### config.mk
export PLATFORM = sky130hd
export DESIGN_NAME = denoise_frame_align
export DESIGN_NICKNAME = d
export VERILOG_FILES = /design/src/rtl/denoise_frame_align_pkg.sv /design/src/rtl/denoise_frame_align_axis_out_reg.sv /design/src/rtl/denoise_frame_align.sv
export SDC_FILE = /design/constraint.sdc
export NUM_CORES = 1
export LEC_CHECK = 0
export BUFFER_PORTS_ARGS = -buffer_cell sky130_fd_sc_hd__buf_2
export CAP_MARGIN = 20
export CORE_MARGIN = 4
export CORE_UTILIZATION = 45
export DETAILED_ROUTE_END_ITERATION = 10
export PLACE_DENSITY = 0.85
export SLEW_MARGIN = 20
export SYNTH_ARGS = -nofsm -noshare
export SYNTH_HDL_FRONTEND = slang
export SYNTH_SLANG_ARGS = --single-unit
### constraint.sdc
create_clock -name aclk -period 2.5 [get_ports aclk]
set_input_delay 0.125 -clock aclk [delete_from_list [all_inputs] [get_ports aclk]]
set_output_delay 0.125 -clock aclk [all_outputs]
set_load 0.02 [all_outputs]
### src/rtl/denoise_frame_align_pkg.sv
// Shared definitions for the denoise front end: alignment FSM encoding and
// the width of one registered AXIS beat (pixel plus tlast/tuser sideband).
package denoise_pkg;

    typedef enum logic {
        ALIGN_SEEK = 1'b0,
        ALIGN_RUN  = 1'b1
    } align_state_e;

    localparam int DEFAULT_DATA_WIDTH = 32;
    localparam int AXIS_SIDEBAND_W    = 2;
    localparam int AXIS_BEAT_W        = DEFAULT_DATA_WIDTH + AXIS_SIDEBAND_W;

    function automatic int axis_beat_w(input int data_width);
        return data_width + AXIS_SIDEBAND_W;
    endfunction

endpackage

### src/rtl/denoise_frame_align_axis_out_reg.sv
// One-entry registered AXIS output slot. tvalid comes straight from a flop,
// so it never depends combinationally on tready.
module axis_out_reg
    import denoise_pkg::*;
#(
    parameter int DATA_WIDTH = DEFAULT_DATA_WIDTH
) (
    input  logic                  aclk,
    input  logic                  areset,
    input  logic                  load,
    input  logic [DATA_WIDTH-1:0] beat_data,
    input  logic                  beat_last,
    input  logic                  beat_user,
    output logic [DATA_WIDTH-1:0] m_axis_tdata,
    output logic                  m_axis_tvalid,
    input  logic                  m_axis_tready,
    output logic                  m_axis_tlast,
    output logic                  m_axis_tuser,
    output logic                  free
);

    localparam int BEAT_W = axis_beat_w(DATA_WIDTH);

    logic [BEAT_W-1:0] beat_q;
    logic              valid_q;

    // The owner only asserts load when free is set, so a load always wins.
    always_ff @(posedge aclk) begin
        if (areset) begin
            valid_q <= 1'b0;
            beat_q  <= '0;
        end else if (load) begin
            valid_q <= 1'b1;
            beat_q  <= {beat_user, beat_last, beat_data};
        end else if (m_axis_tready) begin
            valid_q <= 1'b0;
        end
    end

    assign m_axis_tdata  = beat_q[DATA_WIDTH-1:0];
    assign m_axis_tlast  = beat_q[DATA_WIDTH];
    assign m_axis_tuser  = beat_q[DATA_WIDTH+1];
    assign m_axis_tvalid = valid_q;
    assign free          = !valid_q || m_axis_tready;

endmodule

### src/rtl/denoise_frame_align.sv
// Aligns the previous-frame and current-frame AXIS streams on start-of-frame
// and forwards them strictly pairwise so pixel i of prev meets pixel i of curr.
module denoise_frame_align
    import denoise_pkg::*;
#(
    parameter int DATA_WIDTH = 32,
    parameter int CNT_WIDTH  = 16
) (
    input  logic                  aclk,
    input  logic                  areset,
    input  logic                  sw_resync,

    input  logic [DATA_WIDTH-1:0] s_prev_axis_tdata,
    input  logic                  s_prev_axis_tvalid,
    output logic                  s_prev_axis_tready,
    input  logic                  s_prev_axis_tlast,
    input  logic                  s_prev_axis_tuser,

    input  logic [DATA_WIDTH-1:0] s_curr_axis_tdata,
    input  logic                  s_curr_axis_tvalid,
    output logic                  s_curr_axis_tready,
    input  logic                  s_curr_axis_tlast,
    input  logic                  s_curr_axis_tuser,

    output logic [DATA_WIDTH-1:0] m_prev_axis_tdata,
    output logic                  m_prev_axis_tvalid,
    input  logic                  m_prev_axis_tready,
    output logic                  m_prev_axis_tlast,
    output logic                  m_prev_axis_tuser,

    output logic [DATA_WIDTH-1:0] m_curr_axis_tdata,
    output logic                  m_curr_axis_tvalid,
    input  logic                  m_curr_axis_tready,
    output logic                  m_curr_axis_tlast,
    output logic                  m_curr_axis_tuser,

    output logic                  locked,
    output logic [CNT_WIDTH-1:0]  resync_count,
    output logic [CNT_WIDTH-1:0]  drop_prev_count,
    output logic [CNT_WIDTH-1:0]  drop_curr_count
);

    // Handshake: on every port a beat transfers on the rising aclk edge where
    // tvalid and tready are both 1; tvalid/tdata/tlast/tuser stay stable while
    // tvalid=1 and tready=0, and tvalid never waits on tready.

    localparam logic [CNT_WIDTH-1:0] CNT_MAX = '1;
    localparam logic [CNT_WIDTH-1:0] CNT_ONE = CNT_WIDTH'(1);

    align_state_e state_q;
    align_state_e state_d;

    logic prev_free;
    logic curr_free;
    logic slot_free;
    logic prev_at_sof;
    logic curr_at_sof;
    logic pair;
    logic heads_match;
    logic load_pair;
    logic drop_prev;
    logic drop_curr;
    logic mismatch;

    assign slot_free   = prev_free && curr_free;
    assign pair        = s_prev_axis_tvalid && s_curr_axis_tvalid && slot_free;
    assign heads_match = (s_prev_axis_tuser == s_curr_axis_tuser) &&
                         (s_prev_axis_tlast == s_curr_axis_tlast);
    assign prev_at_sof = s_prev_axis_tvalid && s_prev_axis_tuser;
    assign curr_at_sof = s_curr_axis_tvalid && s_curr_axis_tuser;

    always_ff @(posedge aclk) begin
        if (areset) begin
            state_q <= ALIGN_SEEK;
        end else begin
            state_q <= state_d;
        end
    end

    always_comb begin
        state_d            = state_q;
        s_prev_axis_tready = 1'b0;
        s_curr_axis_tready = 1'b0;
        load_pair          = 1'b0;
        drop_prev          = 1'b0;
        drop_curr          = 1'b0;
        mismatch           = 1'b0;
        case (state_q)
            ALIGN_SEEK: begin
                // Non-SOF heads are discarded; an SOF head is held until its partner arrives.
                drop_prev          = s_prev_axis_tvalid && !s_prev_axis_tuser;
                drop_curr          = s_curr_axis_tvalid && !s_curr_axis_tuser;
                s_prev_axis_tready = drop_prev;
                s_curr_axis_tready = drop_curr;
                if (prev_at_sof && curr_at_sof && !sw_resync) begin
                    state_d = ALIGN_RUN;
                end
            end
            ALIGN_RUN: begin
                load_pair          = pair && heads_match && !sw_resync;
                mismatch           = pair && !heads_match;
                s_prev_axis_tready = load_pair;
                s_curr_axis_tready = load_pair;
                if (mismatch || sw_resync) begin
                    state_d = ALIGN_SEEK;
                end
            end
            default: state_d = ALIGN_SEEK;
        endcase
    end

    always_ff @(posedge aclk) begin
        if (areset) begin
            resync_count    <= '0;
            drop_prev_count <= '0;
            drop_curr_count <= '0;
        end else begin
            if (mismatch && resync_count != CNT_MAX) begin
                resync_count <= resync_count + CNT_ONE;
            end
            if (drop_prev && drop_prev_count != CNT_MAX) begin
                drop_prev_count <= drop_prev_count + CNT_ONE;
            end
            if (drop_curr && drop_curr_count != CNT_MAX) begin
                drop_curr_count <= drop_curr_count + CNT_ONE;
            end
        end
    end

    assign locked = (state_q == ALIGN_RUN);

    axis_out_reg #(
        .DATA_WIDTH(DATA_WIDTH)
    ) u_prev_out (
        .aclk          (aclk),
        .areset        (areset),
        .load          (load_pair),
        .beat_data     (s_prev_axis_tdata),
        .beat_last     (s_prev_axis_tlast),
        .beat_user     (s_prev_axis_tuser),
        .m_axis_tdata  (m_prev_axis_tdata),
        .m_axis_tvalid (m_prev_axis_tvalid),
        .m_axis_tready (m_prev_axis_tready),
        .m_axis_tlast  (m_prev_axis_tlast),
        .m_axis_tuser  (m_prev_axis_tuser),
        .free          (prev_free)
    );

    axis_out_reg #(
        .DATA_WIDTH(DATA_WIDTH)
    ) u_curr_out (
        .aclk          (aclk),
        .areset        (areset),
        .load          (load_pair),
        .beat_data     (s_curr_axis_tdata),
        .beat_last     (s_curr_axis_tlast),
        .beat_user     (s_curr_axis_tuser),
        .m_axis_tdata  (m_curr_axis_tdata),
        .m_axis_tvalid (m_curr_axis_tvalid),
        .m_axis_tready (m_curr_axis_tready),
        .m_axis_tlast  (m_curr_axis_tlast),
        .m_axis_tuser  (m_curr_axis_tuser),
        .free          (curr_free)
    );

endmodule
==> impl_metrics.json, run 1 <==
{
  "status": "completed",
  "seqCellArea_um2": 2380,
  "numClockSinks": 119,
  "hold_class": "in2reg",
  "setup_viol": 0,
  "clockBufferDepth": 2,
  "crit_type": "reg2out",
  "drt_iter0_markers": 393,
  "grt.total_usage_pct": 25.1,
  "path_delay_family": "simple AND/OR/NAND/NOR gates",
  "ios": 196,
  "final_cell_area_um2": 7200,
  "r2r-start": "resync_count[1]$_SDFFE_PP0P_",
  "r2r_slack_ns": 0.34,
  "path_clk_slew_ns": 0.06,
  "ir_worst_vdd_mv": 0.450,
  "switching_power_mw": 1.06,
  "drc": 0,
  "setup_tns_ns": 0,
  "max_cap_viol_count": 0,
  "power_frac_seq_pct": 42.1,
  "wl_per_cell_um": 15.7,
  "clock_skew_ns": 0.0170,
  "grt_pass1_wl_mm": 25.6,
  "syn_area_um2": 4790,
  "yosysSeqAreaShare_pct": 49.8,
  "grt_max_degree": 55,
  "startpoint": "u_prev_out.m_axis_tvalid$_SDFFE_PP0P_",
  "syn_to_final_growth_pct": 50.5,
  "drv_slew": 0,
  "cts_root_buffer": "clkbuf_8",
  "worstHoldStart": "s_prev_axis_tuser",
  "pwr-share-comb_pct": 5.4,
  "htreeDepth": 4,
  "synth_cell_types": 40,
  "synth_nets": 663,
  "crit_required_ns": 2.38,
  "async_reset_ff_share_pct": 0,
  "startpoint_type": "register",
  "row_count": 37,
  "start_util_pct": 46.4,
  "layout.nets": 925,
  "tightest_slew_ns": 0.621,
  "crit_chain": "nand2b_1 -> nand4_1 -> buf_4 -> or4_4 -> buf_12 -> nand2_1 -> buf_2",
  "cts_made_buffers": 17,
  "slew_headroom_pct": 58.5,
  "crit_path_end_kind": "primary output",
  "power_leakage_nw": 3.04,
  "multi_input_area_um2": 2270,
  "globalplace.congestion": 0.859,
  "cp_slowest_stage_delay_ns": 0.55,
  "insertedDiodeCount": 0,
  "nFillCells": 759,
  "setup_ws_ns": 0.227,
  "clock_latency_ns": 0.50,
  "instances_no_fill": 996,
  "switching_share_pct": 23.3,
  "dp.cells": 895,
  "critPathMaxFanout": 26,
  "overflow": 0,
  "drive_gt1_share_pct": 29.1,
  "drt_pass1_iterations": 5,
  "max_freq_mhz": 440,
  "synth_edf_count": 0,
  "power.internal_mw": 3.47,
  "pre_cts_ws_ns": 0.363,
  "port_buffers": 195,
  "syn_inst": 585,
  "clkPwrFrac_pct": 52.5,
  "die_x_um": 111,
  "dp_hpwl_mm": 9.10,
  "placed_area_um2": 5920,
  "power.density_nw_per_um2": 629,
  "coreArea_um2": 10300,
  "period_needed_ns": 2.27,
  "antenna_found_initial": 0,
  "yosysWarnings": 0,
  "fp.dieH_um": 111,
  "grt_pass1_vias": 5204,
  "synth_ff_type": "dfxtp_1",
  "vias": 5228,
  "crit_slowest_cell": "or4_4",
  "avgSynthCellArea_um2": 8.18,
  "critPathArrivalTime_ns": 2.15,
  "rsz0062_at_grt": "false",
  "cts_tree": "built",
  "finalCritPeriodShare_pct": 90.9,
  "synth-seq-cells": 119,
  "drtAntennaViolNets": 0,
  "critPathBufInv": 3,
  "wl_mm": 15.6,
  "holdWs_ns": 0.0454,
  "die_area_um2": 12400,
  "hold_viol_final": 0,
  "viasPerCell": 5.25
}
==> metal layers <==
metal  routed length, um  global-route usage, %  vias up  part of all wire [%]
met5                   0                      0        -                     0
met1                6060                   27.3     2424                    39
li1                    -                      -     2510                     -
met2                7940                   44.2      222                    51
met3                 789                   5.79       72                   5.0
met4                 861                   15.4        0                   5.5
==> what timing repair did <==
action,4_1_cts,5_1_grt
hold buffers,69,0
resized for setup,1,4
endpoints found under the hold margin,69,0
endpoints found under the setup margin,2,2
buffers inserted,0,0
==> cells by family (layout without fill, tap and decap cells) <==
| group | count (synthesis) | after routing | share of synthesized area, % |
|---|---|---|---|
| multiplexers | 5 | 5 | 1.12 |
| XOR/XNOR | 34 | 34 | 6.22 |
| flip-flops | 119 | 119 | 49.8 |
| AND/OR/NAND/NOR | 297 | 297 | 29.0 |
| buffers and inverters | 36 | 311 | 3.11 |
| adder cells (fa/ha/maj) | 3 | 3 | 0.784 |
| AO/OA/AOI/OAI | 91 | 91 | 9.96 |
==> state kept, by name (all words and copies together) (netlist names) <==
register                  flops
drop_curr_count              16
drop_prev_count              16
locked                        1
resync_count                 16
u_curr_out.beat_q            34
u_curr_out.m_axis_tvalid      1
u_prev_out.beat_q            34
u_prev_out.m_axis_tvalid      1
==> synthesized netlist by cell type (2+ instances only) <==
library cell | count | area [um^2]
nand2b_1 | 3 | 18.8
and3_1 | 5 | 31.3
clkbuf_1 | 25 | 93.8
xor2_1 | 11 | 96.3
nor4_1 | 11 | 68.8
xnor2_1 | 23 | 201
and2_1 | 3 | 18.8
a31oi_1 | 3 | 18.8
nand3_1 | 15 | 75.1
nor3_1 | 13 | 65.1
nor2_1 | 49 | 184
inv_1 | 4 | 15.0
nand2_1 | 153 | 574
a21oi_1 | 77 | 385
ha_1 | 3 | 37.5
nor4b_1 | 5 | 43.8
nor2b_1 | 5 | 31.3
a41o_1 | 2 | 20.0
buf_2 | 5 | 25.0
or4_1 | 2 | 15.0
o21ai_0 | 7 | 35.0
mux2_2 | 3 | 33.8
and4_1 | 3 | 26.3
or3_1 | 4 | 25.0
nor3b_1 | 2 | 15.0
dfxtp_1 | 119 | 2380
nand4_1 | 16 | 100
mux2i_1 | 2 | 20.0
==> final timing paths <==
| check | end | depth (start not counted) |
|---|---|---|
| worst min register to register | u_curr_out.beat_q[6]$_SDFFE_PP0P_ | 2 |
| worst max register to register | resync_count[15]$_SDFFE_PP0P_ | 7 |
| worst max-delay path | s_curr_axis_tready | 7 |
| worst min-delay path | u_prev_out.beat_q[33]$_SDFFE_PP0P_ | 3 |
==> area by class of cell <==
class / count / share of cell area [%]
Timing Repair Buffer: 275 / 24.8
Sequential cell: 119 / 33.1
Clock inverter: 15 / 2.29
Clock buffer: 17 / 5.75
Tap cell: 136 / 2.36
Multi-Input combinational cell: 430 / 31.5
Inverter: 4 / 0.208
==> layout by cell type, fill, tap and decap left out, drive strengths merged, types with 11 or more instances in the layout <==
cell	synthesis	layout
a21oi	77	77
nand3	15	15
nand4	16	16
nor4	13	13
buf	7	206
nor2	49	49
clkbuf	25	17
nor3	13	13
xor2	11	11
dlygate4sd3	0	69
dfxtp	119	119
xnor2	23	23
nand2	153	153
==> power by group through the flow <==
stage	clock network [mW]	logic, mW	registers (mW)
2_1_floorplan	0	0.0587	1.95
3_3_place_gp	0	0.147	1.95
3_5_place_dp	0	0.148	1.95
4_1_cts	2.41	0.233	1.91
5_1_grt	2.49	0.261	1.91
6_report	2.38	0.242	1.91
==> per-stage QoR <==
step | total power, mW | util (%)
floorplan | 2.01 | -
global placement | 2.10 | 57.3
detailed placement | 2.10 | 57.3
CTS | 4.55 | 69.7
global route | 4.66 | 69.8
finish | 4.53 | 69.8
==> tightest hold or removal path, stage by stage <==
cell	delay [ns]
buf_2	0.13
nand2_1	0.15
a21oi_1	0.08
No activity file was read; power rests on OpenSTA's default activity.
==> run 2: changes to the inputs <==
CORE_MARGIN = unset   (was 4)
==> run 2 against run 1 <==
  * Total power is 2.3% lower
  * Via count shrank 0.27%
  * Final area is 0.38% lower
==> impl_metrics.json, run 2 (synthesis results as in run 1) <==
{
  "status": "completed",
  "min_path_cells": 4,
  "switching_power_mw": 1.05,
  "setup_viol": 0,
  "instances_no_fill": 999,
  "r2r_cells": 7,
  "vias": 5214,
  "power.density_nw_per_um2": 617,
  "slew_headroom_pct": 45.0,
  "setup_tns_ns": 0,
  "drv_slew": 0,
  "drt_pass1_iterations": 5,
  "cts_tree": "built",
  "layout_commonest_cell": "buf_2",
  "clock_latency_ns": 0.51,
  "power_leakage_nw": 3.04,
  "power_frac_seq_pct": 43.1,
  "dp_hpwl_mm": 8.73,
  "coreArea_um2": 10300,
  "antenna_found_initial": 0,
  "grt_pass1_wl_mm": 23.6,
  "syn_to_final_growth_pct": 49.9,
  "drtAntennaViolNets": 0,
  "wl_met3_um": 750,
  "pwr-share-comb_pct": 5.5,
  "grt_pass1_vias": 4986,
  "top_regs": "u_curr_out.beat_q x34, u_prev_out.beat_q x34",
  "cts_root_buffer": "clkbuf_8",
  "ir_worst_vdd_mv": 0.402,
  "hold_viol_final": 0,
  "dp.cells": 895,
  "ios": 196,
  "met2_length_mm": 7.48,
  "top_layer_used": "met4",
  "viasPerCell": 5.22,
  "overflow": 0,
  "hold_class": "in2reg",
  "max_freq_mhz": 422,
  "drive_gt1_share_pct": 29.0,
  "worstHoldStart": "s_prev_axis_tvalid",
  "grt_max_degree": 77,
  "crit_path_end_kind": "primary output",
  "placed_area_um2": 5900,
  "layout.nets": 927,
  "finalCritPeriodShare_pct": 94.9,
  "min_to": "drop_prev_count[2]$_SDFFE_PP0P_",
  "path_clk_slew_ns": 0.06,
  "row_count": 37,
  "switching_share_pct": 23.6,
  "globalplace.congestion": 0.867,
  "start_util_pct": 46.4,
  "fp.dieH_um": 105,
  "port_buffers": 195,
  "grt.total_usage_pct": 27.0,
  "clock_skew_ns": 0.00861,
  "cts_made_buffers": 17,
  "holdWs_ns": 0.158,
  "critPathMaxFanout": 26,
  "max_cap_viol_count": 0,
  "critPathArrivalTime_ns": 2.25,
  "drt_iter0_markers": 314,
  "met1Wirelength_mm": 5.93,
  "wl_mm": 14.8,
  "clockBufferDepth": 2,
  "tightest_slew_ns": 0.825,
  "startpoint_type": "register",
  "r2r-start": "resync_count[0]$_SDFFE_PP0P_",
  "layout_common_cells": "buf_2 (194), nand2_1 (153), dfxtp_1 (119)",
  "r2r_end": "resync_count[15]$_SDFFE_PP0P_",
  "clkPwrFrac_pct": 51.3,
  "crit_required_ns": 2.38,
  "die_x_um": 105,
  "r2r_slack_ns": 0.31,
  "htreeDepth": 4,
  "crit_type": "reg2out",
  "numClockSinks": 119,
  "die_area_um2": 11100,
  "period_needed_ns": 2.37,
  "rsz0062_at_grt": "false",
  "final_cell_area_um2": 7180,
  "startpoint": "locked$_SDFF_PP0_",
  "drc": 0,
  "nFillCells": 777,
  "power.internal_mw": 3.38,
  "power_mw": 4.42,
  "wl_per_cell_um": 14.8
}
==> run 2: how the worst max path moves through the flow <==
| stage | depth (start not counted) | slack, ns | end |
|---|---|---|---|
| 2_1_floorplan | 6 | 0.44 | resync_count[7]$_SDFFE_PP0P_ |
| 3_3_place_gp | 7 | 0.39 | resync_count[10]$_SDFFE_PP0P_ |
| 3_5_place_dp | 7 | 0.33 | resync_count[15]$_SDFFE_PP0P_ |
| 4_1_cts | 5 | 0.05 | s_curr_axis_tready |
| 5_1_grt | 5 | 0.01 | s_curr_axis_tready |
| 6_report | 5 | 0.13 | s_curr_axis_tready |
==> run 2: metrics by stage <==
step,utilization [%],setup slack (ns)
after floorplan,-,0.440
after global placement,57.2,0.387
after detailed placement,57.2,0.330
after CTS,69.4,0.0523
after global routing,69.5,0.0146
final,69.5,0.128
==> run 2: power by group through the flow <==
stage / sequential, mW / combinational, mW / clock [mW]
3_3_place_gp: 1.95 / 0.148 / 0
2_1_floorplan: 1.95 / 0.0587 / 0
6_report: 1.91 / 0.245 / 2.27
5_1_grt: 1.91 / 0.261 / 2.41
3_5_place_dp: 1.95 / 0.150 / 0
4_1_cts: 1.91 / 0.237 / 2.30
==> run 2: critical path, stage by stage (launching register included) <==
cell     delay, ns
dfxtp_1       0.41
nand4_1       0.15
or4_2         0.70
buf_6         0.22
nand2_1       0.09
buf_2         0.18
==> run 2: routing by layer <==
layer,GRT usage (%),vias up
met5,0,-
met4,16.5,0
met3,5.43,54
met2,47.1,246
met1,30.1,2388
li1,-,2526
==> run 2: final cells by class <==
type	instances	area (um^2)	share of cell area, %
sequential	119	2380	33.2
multi-input combinational	430	2260	31.5
timing repair buffer	277	1790	24.9
clock buffer	17	414	5.77
tap	136	170	2.37
clock inverter	15	143	1.99
inverter	4	15.0	0.209
antenna	1	2.50	0.0349
==> run 2: repair_timing <==
action | 4_1_cts | 5_1_grt
hold buffers | 70 | 0
pin swaps | 1 | 0
setup buffers | 1 | 0
endpoints found under the hold margin | 71 | 0
endpoints found under the setup margin | 2 | 2
resized for setup | 0 | 1
